==> config.mk <==
export PLATFORM = sky130hd
export DESIGN_NAME = tick_timer
export DESIGN_NICKNAME = d
export VERILOG_FILES = /design/src/rtl/tick_timer.sv
export SDC_FILE = /design/constraint.sdc
export NUM_CORES = 1
export LEC_CHECK = 0
export ABC_AREA = 1
export CAP_MARGIN = 20
export CORE_UTILIZATION = 54
export DETAILED_ROUTE_END_ITERATION = 7
export HOLD_SLACK_MARGIN = 0.15
export PLACE_DENSITY = 0.82
export SLEW_MARGIN = 30
export SYNTH_ARGS = -nofsm -noshare
export SYNTH_HDL_FRONTEND = slang
export SYNTH_SLANG_ARGS = --single-unit
==> constraint.sdc <==
create_clock -name clk -period 2.3 [get_ports clk]
set_clock_uncertainty 0.2 [all_clocks]
set_input_delay 0.46 -clock clk [delete_from_list [all_inputs] [get_ports clk]]
set_output_delay 0.46 -clock clk [all_outputs]
set_load 0.01 [all_outputs]
==> src/rtl/tick_timer.sv <==
// Programmable timebase with an up/down tick counter, compare match and auto-reload.
// Optional lap capture is enabled by defining TICK_TIMER_LAP_EN.
module tick_timer #(
  parameter int CLK_HZ  = 100_000_000,
  parameter int TICK_HZ = 1000,
  parameter int CNT_W   = 16
) (
  input  logic             clk,
  input  logic             rst,
  input  logic             start,
  input  logic             stop,
  input  logic             clear,
  input  logic             load,
  input  logic [CNT_W-1:0] load_val,
  input  logic             dir,
  input  logic             auto_reload,
  input  logic [CNT_W-1:0] cmp_val,
`ifdef TICK_TIMER_LAP_EN
  input  logic             lap,
  output logic [CNT_W-1:0] lap_count,
  output logic             lap_valid,
`endif
  output logic [CNT_W-1:0] count,
  output logic [1:0]       state,
  output logic             tick,
  output logic             wrap,
  output logic             match,
  output logic             expired
);

  localparam int PRESCALE = CLK_HZ / TICK_HZ;
  localparam int PW       = (PRESCALE < 2) ? 1 : $clog2(PRESCALE);
  localparam logic [PW-1:0] PMAX = PW'(PRESCALE - 1);

  if (PRESCALE < 2) begin : g_bad_prescale
    $error("tick_timer: CLK_HZ/TICK_HZ must be at least 2");
  end

  typedef enum logic [1:0] {IDLE = 2'd0, RUN = 2'd1, HOLD = 2'd2, EXPIRED = 2'd3} state_t;

  state_t           st, st_n;
  logic [PW-1:0]    psc, psc_n;
  logic [CNT_W-1:0] cnt_n;
  logic             tick_n, wrap_n, match_n;

  assign state = st;

  // Control priority: clear > load > stop > start; the prescaler only advances
  // in RUN cycles with no control pulse, so stop freezes it on the stop edge.
  always_comb begin
    st_n    = st;
    cnt_n   = count;
    psc_n   = psc;
    tick_n  = 1'b0;
    wrap_n  = 1'b0;
    match_n = 1'b0;
    if (clear) begin
      st_n  = IDLE;
      cnt_n = '0;
      psc_n = '0;
    end else if (load) begin
      cnt_n = load_val;
      psc_n = '0;
      if (st == EXPIRED) st_n = IDLE;
    end else if (stop) begin
      if (st == RUN) st_n = HOLD;
    end else if (start && (st == IDLE || st == HOLD)) begin
      st_n = RUN;
    end else if (st == RUN) begin
      if (psc != PMAX) begin
        psc_n = psc + PW'(1);
      end else begin
        psc_n = '0;
        if (!dir) begin
          cnt_n  = count + CNT_W'(1);
          tick_n = 1'b1;
          wrap_n = (count == '1);
        end else if (count != '0) begin
          cnt_n  = count - CNT_W'(1);
          tick_n = 1'b1;
        end else if (auto_reload) begin
          cnt_n  = load_val;
          tick_n = 1'b1;
          wrap_n = 1'b1;
        end else begin
          st_n = EXPIRED;
        end
        match_n = tick_n && (cnt_n == cmp_val);
      end
    end
  end

  always_ff @(posedge clk) begin
    if (rst) begin
      st      <= IDLE;
      psc     <= '0;
      count   <= '0;
      tick    <= 1'b0;
      wrap    <= 1'b0;
      match   <= 1'b0;
      expired <= 1'b0;
    end else begin
      st      <= st_n;
      psc     <= psc_n;
      count   <= cnt_n;
      tick    <= tick_n;
      wrap    <= wrap_n;
      match   <= match_n;
      expired <= (st_n == EXPIRED);
    end
  end

`ifdef TICK_TIMER_LAP_EN
  // Captures the pre-update count, so a lap on a tick edge sees the old value.
  always_ff @(posedge clk) begin
    if (rst || clear) begin
      lap_count <= '0;
      lap_valid <= 1'b0;
    end else begin
      lap_valid <= lap && (st == RUN || st == HOLD);
      if (lap && (st == RUN || st == HOLD)) lap_count <= count;
    end
  end
`endif

endmodule

==> results of run 1 <==
==> critical path: stages (launching register included) <==
cell and delay [ns]:
dfxtp_4 0.37, inv_1 0.14, ha_4 0.20, nand2_8 0.10, nor2_8 0.12, buf_4 0.15, nand3_1 0.08, nand2_1 0.07
nand2_1 0.07, nand2_1 0.09, nand2_1 0.07, nand2_1 0.09, nand2_1 0.05, nor2_1 0.13, nand4_1 0.14, nor2_1 0.10
==> cell type report <==
type                            instances  share of cell area
Inverter                               66              0.0536
Timing Repair Buffer                   96               0.197
Multi-Input combinational cell        478               0.531
Sequential cell                        39               0.172
Tap cell                               77              0.0208
Clock buffer                            5              0.0149
Clock inverter                          3              0.0103
==> where the power goes <==
part	switching (mW)	internal [mW]
Sequential	0.0208	0.684
Combinational	0.362	0.269
Clock	0.308	0.330
Total	0.690	1.28
==> worst max path at each step <==
stage / from / end / slack [ns] / depth (start not counted)
floorplan: count[0] / match / 0.28 / 14
global placement: auto_reload / match / -0.12 / 14
detailed placement: auto_reload / match / -0.19 / 14
CTS: count[1] / match / 0.04 / 14
global route: count[1] / match / -0.07 / 15
finish: count[1] / match / 0.08 / 15
==> through the flow <==
stage | worst slack [ns] | hold slack (ns) | power, mW
after floorplan | 0.280 | 0.286 | 1.09
after global placement | -0.125 | 0.310 | 1.30
after detailed placement | -0.191 | 0.322 | 1.31
after CTS | 0.0399 | 0.338 | 1.95
after global routing | -0.0669 | 0.320 | 2.07
final | 0.0756 | 0.303 | 1.97
==> placed cells by master (no fill, tap or decap), drive strengths merged <==
cell and n:
nand2 193, xor2 13, clkinv 1, a21oi 26, o21ai 48, nand3b 6
nor4 4, a211oi 1, nand4 9, dfxtp 39, o22ai 3, xnor2 1
a31oi 1, nor2 86, clkdlybuf4s50 61, a311oi 1, o21a 1, and3 3
nor3b 5, nand3 59, buf 35, ha 3, bufinv 1, clkbuf 5
inv 67, or2 2, nor3 13
==> flip-flops by register name, indices dropped and copies added, names as in the netlist <==
register,flops
psc,17
tick,1
expired,1
wrap,1
match,1
count,16
state,2
==> kinds of logic (layout without fill, tap and decap cells) <==
family                     count (synthesis)  after routing  synth area share
AOI/OAI and AO/OA                         81             81             0.120
DFF                                       39             39             0.222
and+or+nand+nor                          380            380             0.516
adders and majority gates                  3              3            0.0107
xor gates and xnor gates                  14             14            0.0349
buffers and inverters                     80            170            0.0952
==> metal layers <==
metal | GRT usage | vias up | part of all wire
met5 | 0 | - | 0
met4 | 0.159 | 0 | 0.026
met3 | 0.0527 | 31 | 0.088
li1 | - | 2115 | -
met2 | 0.536 | 227 | 0.44
met1 | 0.456 | 1898 | 0.45
==> repair_timing <==
item                       in CTS  in global routing
setup endpoints to repair       1                  4
pin swaps                       1                  2
resized for setup               3                 22
buffers inserted                1                  5
==> flow_metrics.py, run 1 <==
metrics = {
    "timing": {
        "report.final.slew_viol_count": 0,
        "tns_ns": 0,
        "grt_setup_unrepaired": "true",
        "worst_slew_pin_slew_ns": 0.455,
        "layout_min_cycle_time_ns": 2.22,
        "final-hold-violation-count": 0,
        "fmax_mhz": 450,
        "max-slew-margin-rel": 0.694,
        "timing.final.crit_share": 0.967,
        "finalSetupViolations": 0,
    },
    "flow_run": {
        "max-cap-violations": 0,
    },
    "hold_path": {
        "worst_hold_path.endpoint": "psc[0]",
        "timing.hold.worst_path_depth": 1,
        "hold_path.startpoint": "psc[0]",
        "min_path_type": "reg2reg",
    },
    "cells_and_area": {
        "multiInputGateArea_um2": 2460,
        "ff_latch_area_um2": 797,
        "final_core_util": 0.733,
        "design.final.nets": 729,
        "post_route_cells_drive_above_1_share": 0.159,
        "finish.cell_count_without_fillers": 764,
        "syn2layout_area_growth_pct": 31.8,
        "antenna_cells_inserted": 0,
        "fill_cells": 526,
        "final_instance_area_um2": 4630,
    },
    "floorplanning": {
        "floorplan.initialDensity": 0.556,
        "die_h_um": 82.6,
        "dieArea_um2": 6830,
        "boundaryPins": 62,
        "core_um2": 6310,
        "floorplan.die.width_um": 82.6,
        "rows": 29,
    },
    "power": {
        "power.static_leakage_nw": 2.05,
        "cellPowerDensity_nw_per_um2": 427,
        "ir_worst_vdd_uv": 290,
    },
    "setup_path": {
        "timing.critical_path.to_type": "flip-flop",
        "reg2reg_from": "count[1]",
        "r2r_setup_slack_ns": 0.08,
        "worst_setup_path_start_kind": "flip-flop",
        "critPathKind": "reg2reg",
        "cp_data_arrival_time_ns": 2.28,
        "crit_path_max_fanout": 7,
        "worstReg2RegEnd": "match",
        "required_time_at_the_worst_slack_endpoint_ns": 2.36,
        "worst_r2r_path_depth": 15,
    },
    "routing": {
        "detail_route.iter0.violations": 319,
        "postRouteAntennaNets": 0,
        "vias": 4271,
        "avgViaCountPerCell": 5.59,
        "wirelength_um": 11300,
        "drt_pre_antenna_iters": 5,
        "wl_per_cell_um": 14.8,
        "drcViolationCount": 0,
    },
    "clock_tree": {
        "max_root_sink_buffers": 2,
        "tritoncts": "built",
        "h-tree-depth": 2,
        "hold_buffers": 0,
        "cts.root.buffer_cell": "clkbuf_8",
        "tritoncts_num_sinks": 39,
        "clock_latency_ns": 0.31,
        "clkSlewWorstSetupHoldPaths_ns": 0.10,
        "cts-buffers-inserted": 5,
    },
    "synth": {
        "synthArstFlopShare": 0,
        "synth-seq-area-share": 0.222,
        "post_syn_area_um2": 3510,
        "post_synth_num_cell_types": 39,
        "synth-edff-count": 0,
        "cell_count_after_synthesis": 597,
        "synth-seq-cells": 39,
        "synthTopCellsByCount": "nand2_1 (183), nor2_1 (65), inv_1 (60)",
        "yosysTopAreaCell": "dfxtp_1",
        "ys_warn_count": 0,
        "netlist.area_leader.share": 0.222,
        "synth_flop_type": "dfxtp_1",
        "synthesis.area_per_instance_um2": 5.88,
        "synth_fp_nets": 640,
        "post-synth-top-count-cell": "nand2_1",
        "yosys-top-cells-area": "dfxtp_1 (22%), nand2_1 (20%), nand3_1 (7.3%)",
    },
    "global_routing": {
        "global_router_s_overall_resource_usage": 0.341,
        "antenna_violations_before_repair": 0,
        "maximum_number_of_pins_on_one_net_before_global_route_repair": 22,
        "grt_first_pass_wirelength_um": 17600,
        "first_global_vias": 3828,
        "grt-ovfl-total": 0,
    },
    "run_status": {
        "run_status": "finished, final reports clean",
    },
    "placed_design": {
        "detailedPlacementHpwl_um": 8310,
        "placement.io_buffers": 61,
        "place.detailed.instances": 750,
        "area_of_placed_instances_um2": 4390,
        "routability_driven_placement_congestion_ratio": 1.02,
    },
}
(Power assumes the default switching activity.)
==> run 2: changes to the inputs <==
--- a/config.mk
+++ b/config.mk
@@ -9,7 +9,7 @@
 export CAP_MARGIN = 20
 export CORE_UTILIZATION = 54
 export DETAILED_ROUTE_END_ITERATION = 7
-export HOLD_SLACK_MARGIN = 0.15
+export HOLD_SLACK_MARGIN = 0.1
 export PLACE_DENSITY = 0.82
 export SLEW_MARGIN = 30
 export SYNTH_ARGS = -nofsm -noshare
==> results of run 2 <==
Final layout, timing and power as in run 1 (identical DEF).
